### config.mk
export PLATFORM = sky130hd
export DESIGN_NAME = id_ex_hazard_reg
export DESIGN_NICKNAME = d
export VERILOG_FILES = /design/src/rtl/id_ex_hazard_reg.sv
export SDC_FILE = /design/constraint.sdc
export NUM_CORES = 1
export LEC_CHECK = 0
export CAP_MARGIN = 20
export CORE_MARGIN = 5
export CORE_UTILIZATION = 46
export DETAILED_ROUTE_END_ITERATION = 16
export PLACE_DENSITY = 0.91
export SLEW_MARGIN = 10
export SYNTH_ARGS = -nofsm -noshare
export SYNTH_HDL_FRONTEND = slang
export SYNTH_SLANG_ARGS = --single-unit
### constraint.sdc
create_clock -name clk -period 2.5 [get_ports clk]
set_clock_uncertainty 0.1 [all_clocks]
set_input_delay 0.625 -clock clk [delete_from_list [all_inputs] [get_ports clk]]
set_output_delay 0.625 -clock clk [all_outputs]
set_load 0.03 [all_outputs]
### src/rtl/id_ex_hazard_reg.sv
// ID/EX pipeline register with load-use hazard detection, branch-flush
// squash and saturating debug counters for bubbles and flushes.
module id_ex_hazard_reg #(
    parameter int DATA_WIDTH     = 32,
    parameter int REG_ADDR_WIDTH = 5,
    parameter int CNT_WIDTH      = 16
) (
    input  logic                      clk,
    input  logic                      reset,
    input  logic                      valid_i,
    input  logic                      reg_dst_i,
    input  logic                      branch_eq_i,
    input  logic                      branch_ne_i,
    input  logic                      mem_read_i,
    input  logic                      mem_to_reg_i,
    input  logic                      mem_write_i,
    input  logic                      alu_src_i,
    input  logic                      reg_write_i,
    input  logic [2:0]                alu_op_i,
    input  logic [5:0]                funct_i,
    input  logic [DATA_WIDTH-1:0]     rs_data_i,
    input  logic [DATA_WIDTH-1:0]     rt_data_i,
    input  logic [DATA_WIDTH-1:0]     imm_i,
    input  logic [DATA_WIDTH-1:0]     pc_plus4_i,
    input  logic [REG_ADDR_WIDTH-1:0] rs_addr_i,
    input  logic [REG_ADDR_WIDTH-1:0] rt_addr_i,
    input  logic [REG_ADDR_WIDTH-1:0] rd_addr_i,
    input  logic                      flush_i,
    output logic                      reg_dst_o,
    output logic                      branch_eq_o,
    output logic                      branch_ne_o,
    output logic                      mem_read_o,
    output logic                      mem_to_reg_o,
    output logic                      mem_write_o,
    output logic                      alu_src_o,
    output logic                      reg_write_o,
    output logic [2:0]                alu_op_o,
    output logic [5:0]                funct_o,
    output logic [DATA_WIDTH-1:0]     rs_data_o,
    output logic [DATA_WIDTH-1:0]     rt_data_o,
    output logic [DATA_WIDTH-1:0]     imm_o,
    output logic [DATA_WIDTH-1:0]     pc_plus4_o,
    output logic [REG_ADDR_WIDTH-1:0] rs_addr_o,
    output logic [REG_ADDR_WIDTH-1:0] rt_addr_o,
    output logic [REG_ADDR_WIDTH-1:0] rd_addr_o,
    output logic                      valid_o,
    output logic                      stall_o,
    output logic [CNT_WIDTH-1:0]      stall_cnt_o,
    output logic [CNT_WIDTH-1:0]      flush_cnt_o
);

    logic                      r_valid;
    logic                      r_reg_dst;
    logic                      r_branch_eq;
    logic                      r_branch_ne;
    logic                      r_mem_read;
    logic                      r_mem_to_reg;
    logic                      r_mem_write;
    logic                      r_alu_src;
    logic                      r_reg_write;
    logic [2:0]                r_alu_op;
    logic [5:0]                r_funct;
    logic [DATA_WIDTH-1:0]     r_rs_data;
    logic [DATA_WIDTH-1:0]     r_rt_data;
    logic [DATA_WIDTH-1:0]     r_imm;
    logic [DATA_WIDTH-1:0]     r_pc_plus4;
    logic [REG_ADDR_WIDTH-1:0] r_rs_addr;
    logic [REG_ADDR_WIDTH-1:0] r_rt_addr;
    logic [REG_ADDR_WIDTH-1:0] r_rd_addr;
    logic [CNT_WIDTH-1:0]      r_stall_cnt;
    logic [CNT_WIDTH-1:0]      r_flush_cnt;

    logic w_hazard;
    logic w_bubble;

    // Counter increment that sticks at all-ones instead of wrapping.
    function automatic logic [CNT_WIDTH-1:0] sat_inc(input logic [CNT_WIDTH-1:0] v);
        if (&v)
            return v;
        return v + {{(CNT_WIDTH-1){1'b0}}, 1'b1};
    endfunction

    // Load in EX whose destination (rt) is a source of the ID instruction.
    // Register $zero never creates a dependency.
    always_comb begin
        w_hazard = valid_i & r_valid & r_mem_read &
                   (r_rt_addr != '0) &
                   ((r_rt_addr == rs_addr_i) | (r_rt_addr == rt_addr_i));
        w_bubble = flush_i | w_hazard;
        stall_o  = w_hazard & ~flush_i;
    end

    // Pipeline register: a bubble clears control and valid but keeps data,
    // so the held load's fields stay harmless once valid drops.
    always_ff @(posedge clk) begin
        if (!reset) begin
            r_valid      <= 1'b0;
            r_reg_dst    <= 1'b0;
            r_branch_eq  <= 1'b0;
            r_branch_ne  <= 1'b0;
            r_mem_read   <= 1'b0;
            r_mem_to_reg <= 1'b0;
            r_mem_write  <= 1'b0;
            r_alu_src    <= 1'b0;
            r_reg_write  <= 1'b0;
            r_alu_op     <= '0;
            r_funct      <= '0;
            r_rs_data    <= '0;
            r_rt_data    <= '0;
            r_imm        <= '0;
            r_pc_plus4   <= '0;
            r_rs_addr    <= '0;
            r_rt_addr    <= '0;
            r_rd_addr    <= '0;
        end else if (w_bubble) begin
            r_valid      <= 1'b0;
            r_reg_dst    <= 1'b0;
            r_branch_eq  <= 1'b0;
            r_branch_ne  <= 1'b0;
            r_mem_read   <= 1'b0;
            r_mem_to_reg <= 1'b0;
            r_mem_write  <= 1'b0;
            r_alu_src    <= 1'b0;
            r_reg_write  <= 1'b0;
            r_alu_op     <= '0;
        end else begin
            r_valid      <= valid_i;
            r_reg_dst    <= reg_dst_i;
            r_branch_eq  <= branch_eq_i;
            r_branch_ne  <= branch_ne_i;
            r_mem_read   <= mem_read_i;
            r_mem_to_reg <= mem_to_reg_i;
            r_mem_write  <= mem_write_i;
            r_alu_src    <= alu_src_i;
            r_reg_write  <= reg_write_i;
            r_alu_op     <= alu_op_i;
            r_funct      <= funct_i;
            r_rs_data    <= rs_data_i;
            r_rt_data    <= rt_data_i;
            r_imm        <= imm_i;
            r_pc_plus4   <= pc_plus4_i;
            r_rs_addr    <= rs_addr_i;
            r_rt_addr    <= rt_addr_i;
            r_rd_addr    <= rd_addr_i;
        end
    end

    // Debug counters: flush takes priority, so a coincident hazard is not counted.
    always_ff @(posedge clk) begin
        if (!reset) begin
            r_stall_cnt <= '0;
            r_flush_cnt <= '0;
        end else if (flush_i) begin
            r_flush_cnt <= sat_inc(r_flush_cnt);
        end else if (w_hazard) begin
            r_stall_cnt <= sat_inc(r_stall_cnt);
        end
    end

    assign valid_o      = r_valid;
    assign reg_dst_o    = r_reg_dst;
    assign branch_eq_o  = r_branch_eq;
    assign branch_ne_o  = r_branch_ne;
    assign mem_read_o   = r_mem_read;
    assign mem_to_reg_o = r_mem_to_reg;
    assign mem_write_o  = r_mem_write;
    assign alu_src_o    = r_alu_src;
    assign reg_write_o  = r_reg_write;
    assign alu_op_o     = r_alu_op;
    assign funct_o      = r_funct;
    assign rs_data_o    = r_rs_data;
    assign rt_data_o    = r_rt_data;
    assign imm_o        = r_imm;
    assign pc_plus4_o   = r_pc_plus4;
    assign rs_addr_o    = r_rs_addr;
    assign rt_addr_o    = r_rt_addr;
    assign rd_addr_o    = r_rd_addr;
    assign stall_cnt_o  = r_stall_cnt;
    assign flush_cnt_o  = r_flush_cnt;

endmodule

==> flow_summary.yaml <==
outcome:
  status: "finished with violations"
  violations: "setup timing"
layout:
  num-fill-cells: 1773
  final_area_um2: 15100
  seqCellArea_um2: 3870
  area_growth_pct: 44.7
  nets: 1735
  layout-drive-gt1-share_pct: 7.77
  multi_input_area_um2: 5910
  final_core_util_pct: 67.1
timing:
  fin_ws_ns: -0.00377
  maxSlewHeadroom_pct: 60.5
  rsz0062_at_grt: "yes"
  tns_ns: -0.00377
  hold_slack_ns: 0.407
  finalSetupViolCount: 1
  fin_crit_sh_pct: 100
  max_freq_mhz: 399
  worst_slew_pin_slew_ns: 0.590
  period_needed_ns: 2.50
  slew_violations: 0
  hold_viol: 0
power:
  p_per_area_nw_per_um2: 579
  peakVddDrop_mv: 0.393
  leakage_nw: 5.45
  power_w: 0.00875
synthesis:
  synth_edf_count: 0
  synth_top_family_by_area: "simple AND/OR/NAND/NOR gates"
  syn-instance-count: 1282
  synth_top_area_share_pct: 37.0
  synth.avg_cell_area_um2: 8.15
  yosys.area_share.simple_pct: 27.7
  ys_types: 47
  synthFlopType: "dfxtp_1"
  seq_area_frac_synth_pct: 37.0
  synth-compound-area-share_pct: 25.4
  synthArstFlopShare_pct: 0
  yosys.area_share.adder_pct: 0.240
  ys_warn_count: 0
  yosys.area.top_type: "dfxtp_1"
  synth_mux_area_share_pct: 1.05
  synth_most_common_cell: "dfxtp_1"
  syn_area_um2: 10400
  synth.area.top_cells: "dfxtp_1, a32oi_1, o211ai_1, and3_1, nand3_1"
  synth_xor_area_share_pct: 1.68
  yosys-top-cells-count: "dfxtp_1, nand2_1, and3_1"
  synthesis.nets: 1448
  ys_ff_latch: 193
detailed_routing:
  drc: 0
  ant_nets: 0
  drt_iter0_drc: 1184
  num_vias: 11700
  drtPass1Iterations: 8
  avgRoutedWirePerCell_um: 18.9
  vias_per_cell: 6.26
  drt-total-wl_mm: 35.4
worst_setup_path:
  worstPathMaxFanout: 3
  slowest_delay_ns: 0.55
  critical_path_buf_inv_count: 1
  r2r_end: "imm_o[4]$_SDFFE_PN0N_"
  path_class: "reg -> out"
  cp-startpoint: "rt_addr_o[4]$_SDFFE_PN0N_"
  r2r_cells: 8
  cpLargestDelayFamily: "simple AND/OR/NAND/NOR gates"
  endpoint_kind: "output pin"
  crit_chain: "or4_4 > o2111ai_4 > nor2_2 > buf_6"
  slowest_stage: "or4_4"
  r2r_slack_ns: 0.08
  critPathLaunchType: "flip-flop"
  required_ns: 1.77
  cp_num_cells: 4
  crit-reg2reg-launch: "rt_addr_o[4]$_SDFFE_PN0N_"
  cp_data_arrival_time_ns: 1.78
  crit_end: "stall_o"
global_routing:
  grt_max_degree: 151
  grtUsageTotal_pct: 26.1
  overflow: 0
  grt_pass1_vias: 11100
  grt_pass1_wl_mm: 56.8
  antenna_found_initial: 5
cts:
  cts_sinks: 193
  clk_latency_ns: 0.43
  ctsHoldBuffers: 0
  cts_tree: "done"
  cts_max_level: 4
  path_clk_slew_ns: 0.08
  cts_root_buf: "clkbuf_16"
  cts_buffer_depth: 2
  cts-buffers-inserted: 17
hold_path:
  hold_class: "reg -> reg"
die:
  core_um2: 22500
  initial_utilization_pct: 46.4
  dieArea_um2: 25800
  rows: 55
  die_y_um: 161
  die_x_um: 161
  num_io_pins: 358
job:
  max-cap-violations: 0
placed_design:
  io_buffers: 357
  hpwl_mm: 23.7
  gp_congestion: 0.837
  placed_cell_area_um2: 14400
[per-stage QoR]
step,worst slack (ns),cells
finish,-0.00377,1871
detailed placement,-0.340,1829
global route,-0.0766,1870
floorplan,0.0214,1282
CTS,-0.0207,1865
global placement,-0.338,1829
[how the worst min path moves through the flow]
stage | startpoint | end | cells after the start
floorplan | stall_cnt_o[14]$_SDFFE_PN0P_ | stall_cnt_o[14]$_SDFFE_PN0P_ | 2
global placement | stall_cnt_o[15]$_SDFFE_PN0P_ | stall_cnt_o[15]$_SDFFE_PN0P_ | 2
detailed placement | stall_cnt_o[15]$_SDFFE_PN0P_ | stall_cnt_o[15]$_SDFFE_PN0P_ | 2
CTS | stall_cnt_o[15]$_SDFFE_PN0P_ | stall_cnt_o[15]$_SDFFE_PN0P_ | 2
global route | rs_data_o[26]$_SDFFE_PN0N_ | rs_data_o[26]$_SDFFE_PN0N_ | 2
finish | imm_o[26]$_SDFFE_PN0N_ | imm_o[26]$_SDFFE_PN0N_ | 2
[area by class of cell]
class	instances	share of cell area [%]
sequential	193	25.6
inverter	5	0.133
clock inverter	13	1.09
multi-input combinational	926	39.1
clock buffer	19	3.00
timing repair buffer	426	28.6
antenna	4	0.0663
tap	285	2.36
[cell usage in the layout, fill, tap and decap left out, types with 6 or more instances in the layout]
cell type	netlist	routed
dlygate4sd2_1	0	7
o211ai_1	146	146
buf_4	3	51
and2_1	12	12
and4_1	8	8
nand3_1	152	152
and3_1	154	154
nand2b_1	10	10
clkdlybuf4s50_1	0	344
nand2_1	175	175
nor2_1	19	17
nand4_1	7	7
xor2_1	18	18
nor3_1	10	9
mux2i_1	11	11
a32oi_1	150	149
clkbuf_16	0	17
a21oi_1	6	6
dfxtp_1	193	188
buf_12	0	19
[worst register-to-register path, delay by kind of cell, from the launching register on]
kind                   cells  cell delay [ns]
AOI/OAI and AO/OA          3             0.61
buffers and inverters      4             0.73
DFF                        1             0.35
and+or+nand+nor            1             0.55
[where the power goes]
| group | switching [W] | internal, W |
|---|---|---|
| sequential | 0.000219 | 0.00334 |
| combinational | 0.00127 | 0.00104 |
| clock | 0.00139 | 0.00149 |
| total | 0.00288 | 0.00588 |
[flip-flops by register name, summed over array words and instances, names as in the netlist, 6 cells and up]
signal,cells
stall_cnt_o,16
funct_o,6
pc_plus4_o,32
rs_data_o,32
flush_cnt_o,16
imm_o,32
rt_data_o,32
[routing by layer]
layer | vias up | track usage, % | wire length, um
li1 | 5515 | - | -
met1 | 5562 | 32.4 | 14200
met2 | 545 | 42.9 | 17100
met3 | 90 | 6.85 | 2800
met4 | 4 | 11.0 | 1250
met5 | - | 0 | 25
[what timing repair did]
item,4_1_cts,5_1_grt
setup endpoints to repair,1,1
pin swaps,9,6
gates resized for setup,25,2
setup buffers,4,2
[cell families (layout without fill, tap and decap cells)]
logic type,after synthesis,after routing
AND/OR/NAND/NOR,565,565
XOR/XNOR,20,20
flip-flops,193,193
AO/OA/AOI/OAI,328,328
adder cells (fa/ha/maj),2,2
other,0,4
buffers and inverters,163,463
multiplexers,11,11
No activity file was read; power rests on OpenSTA's default activity.
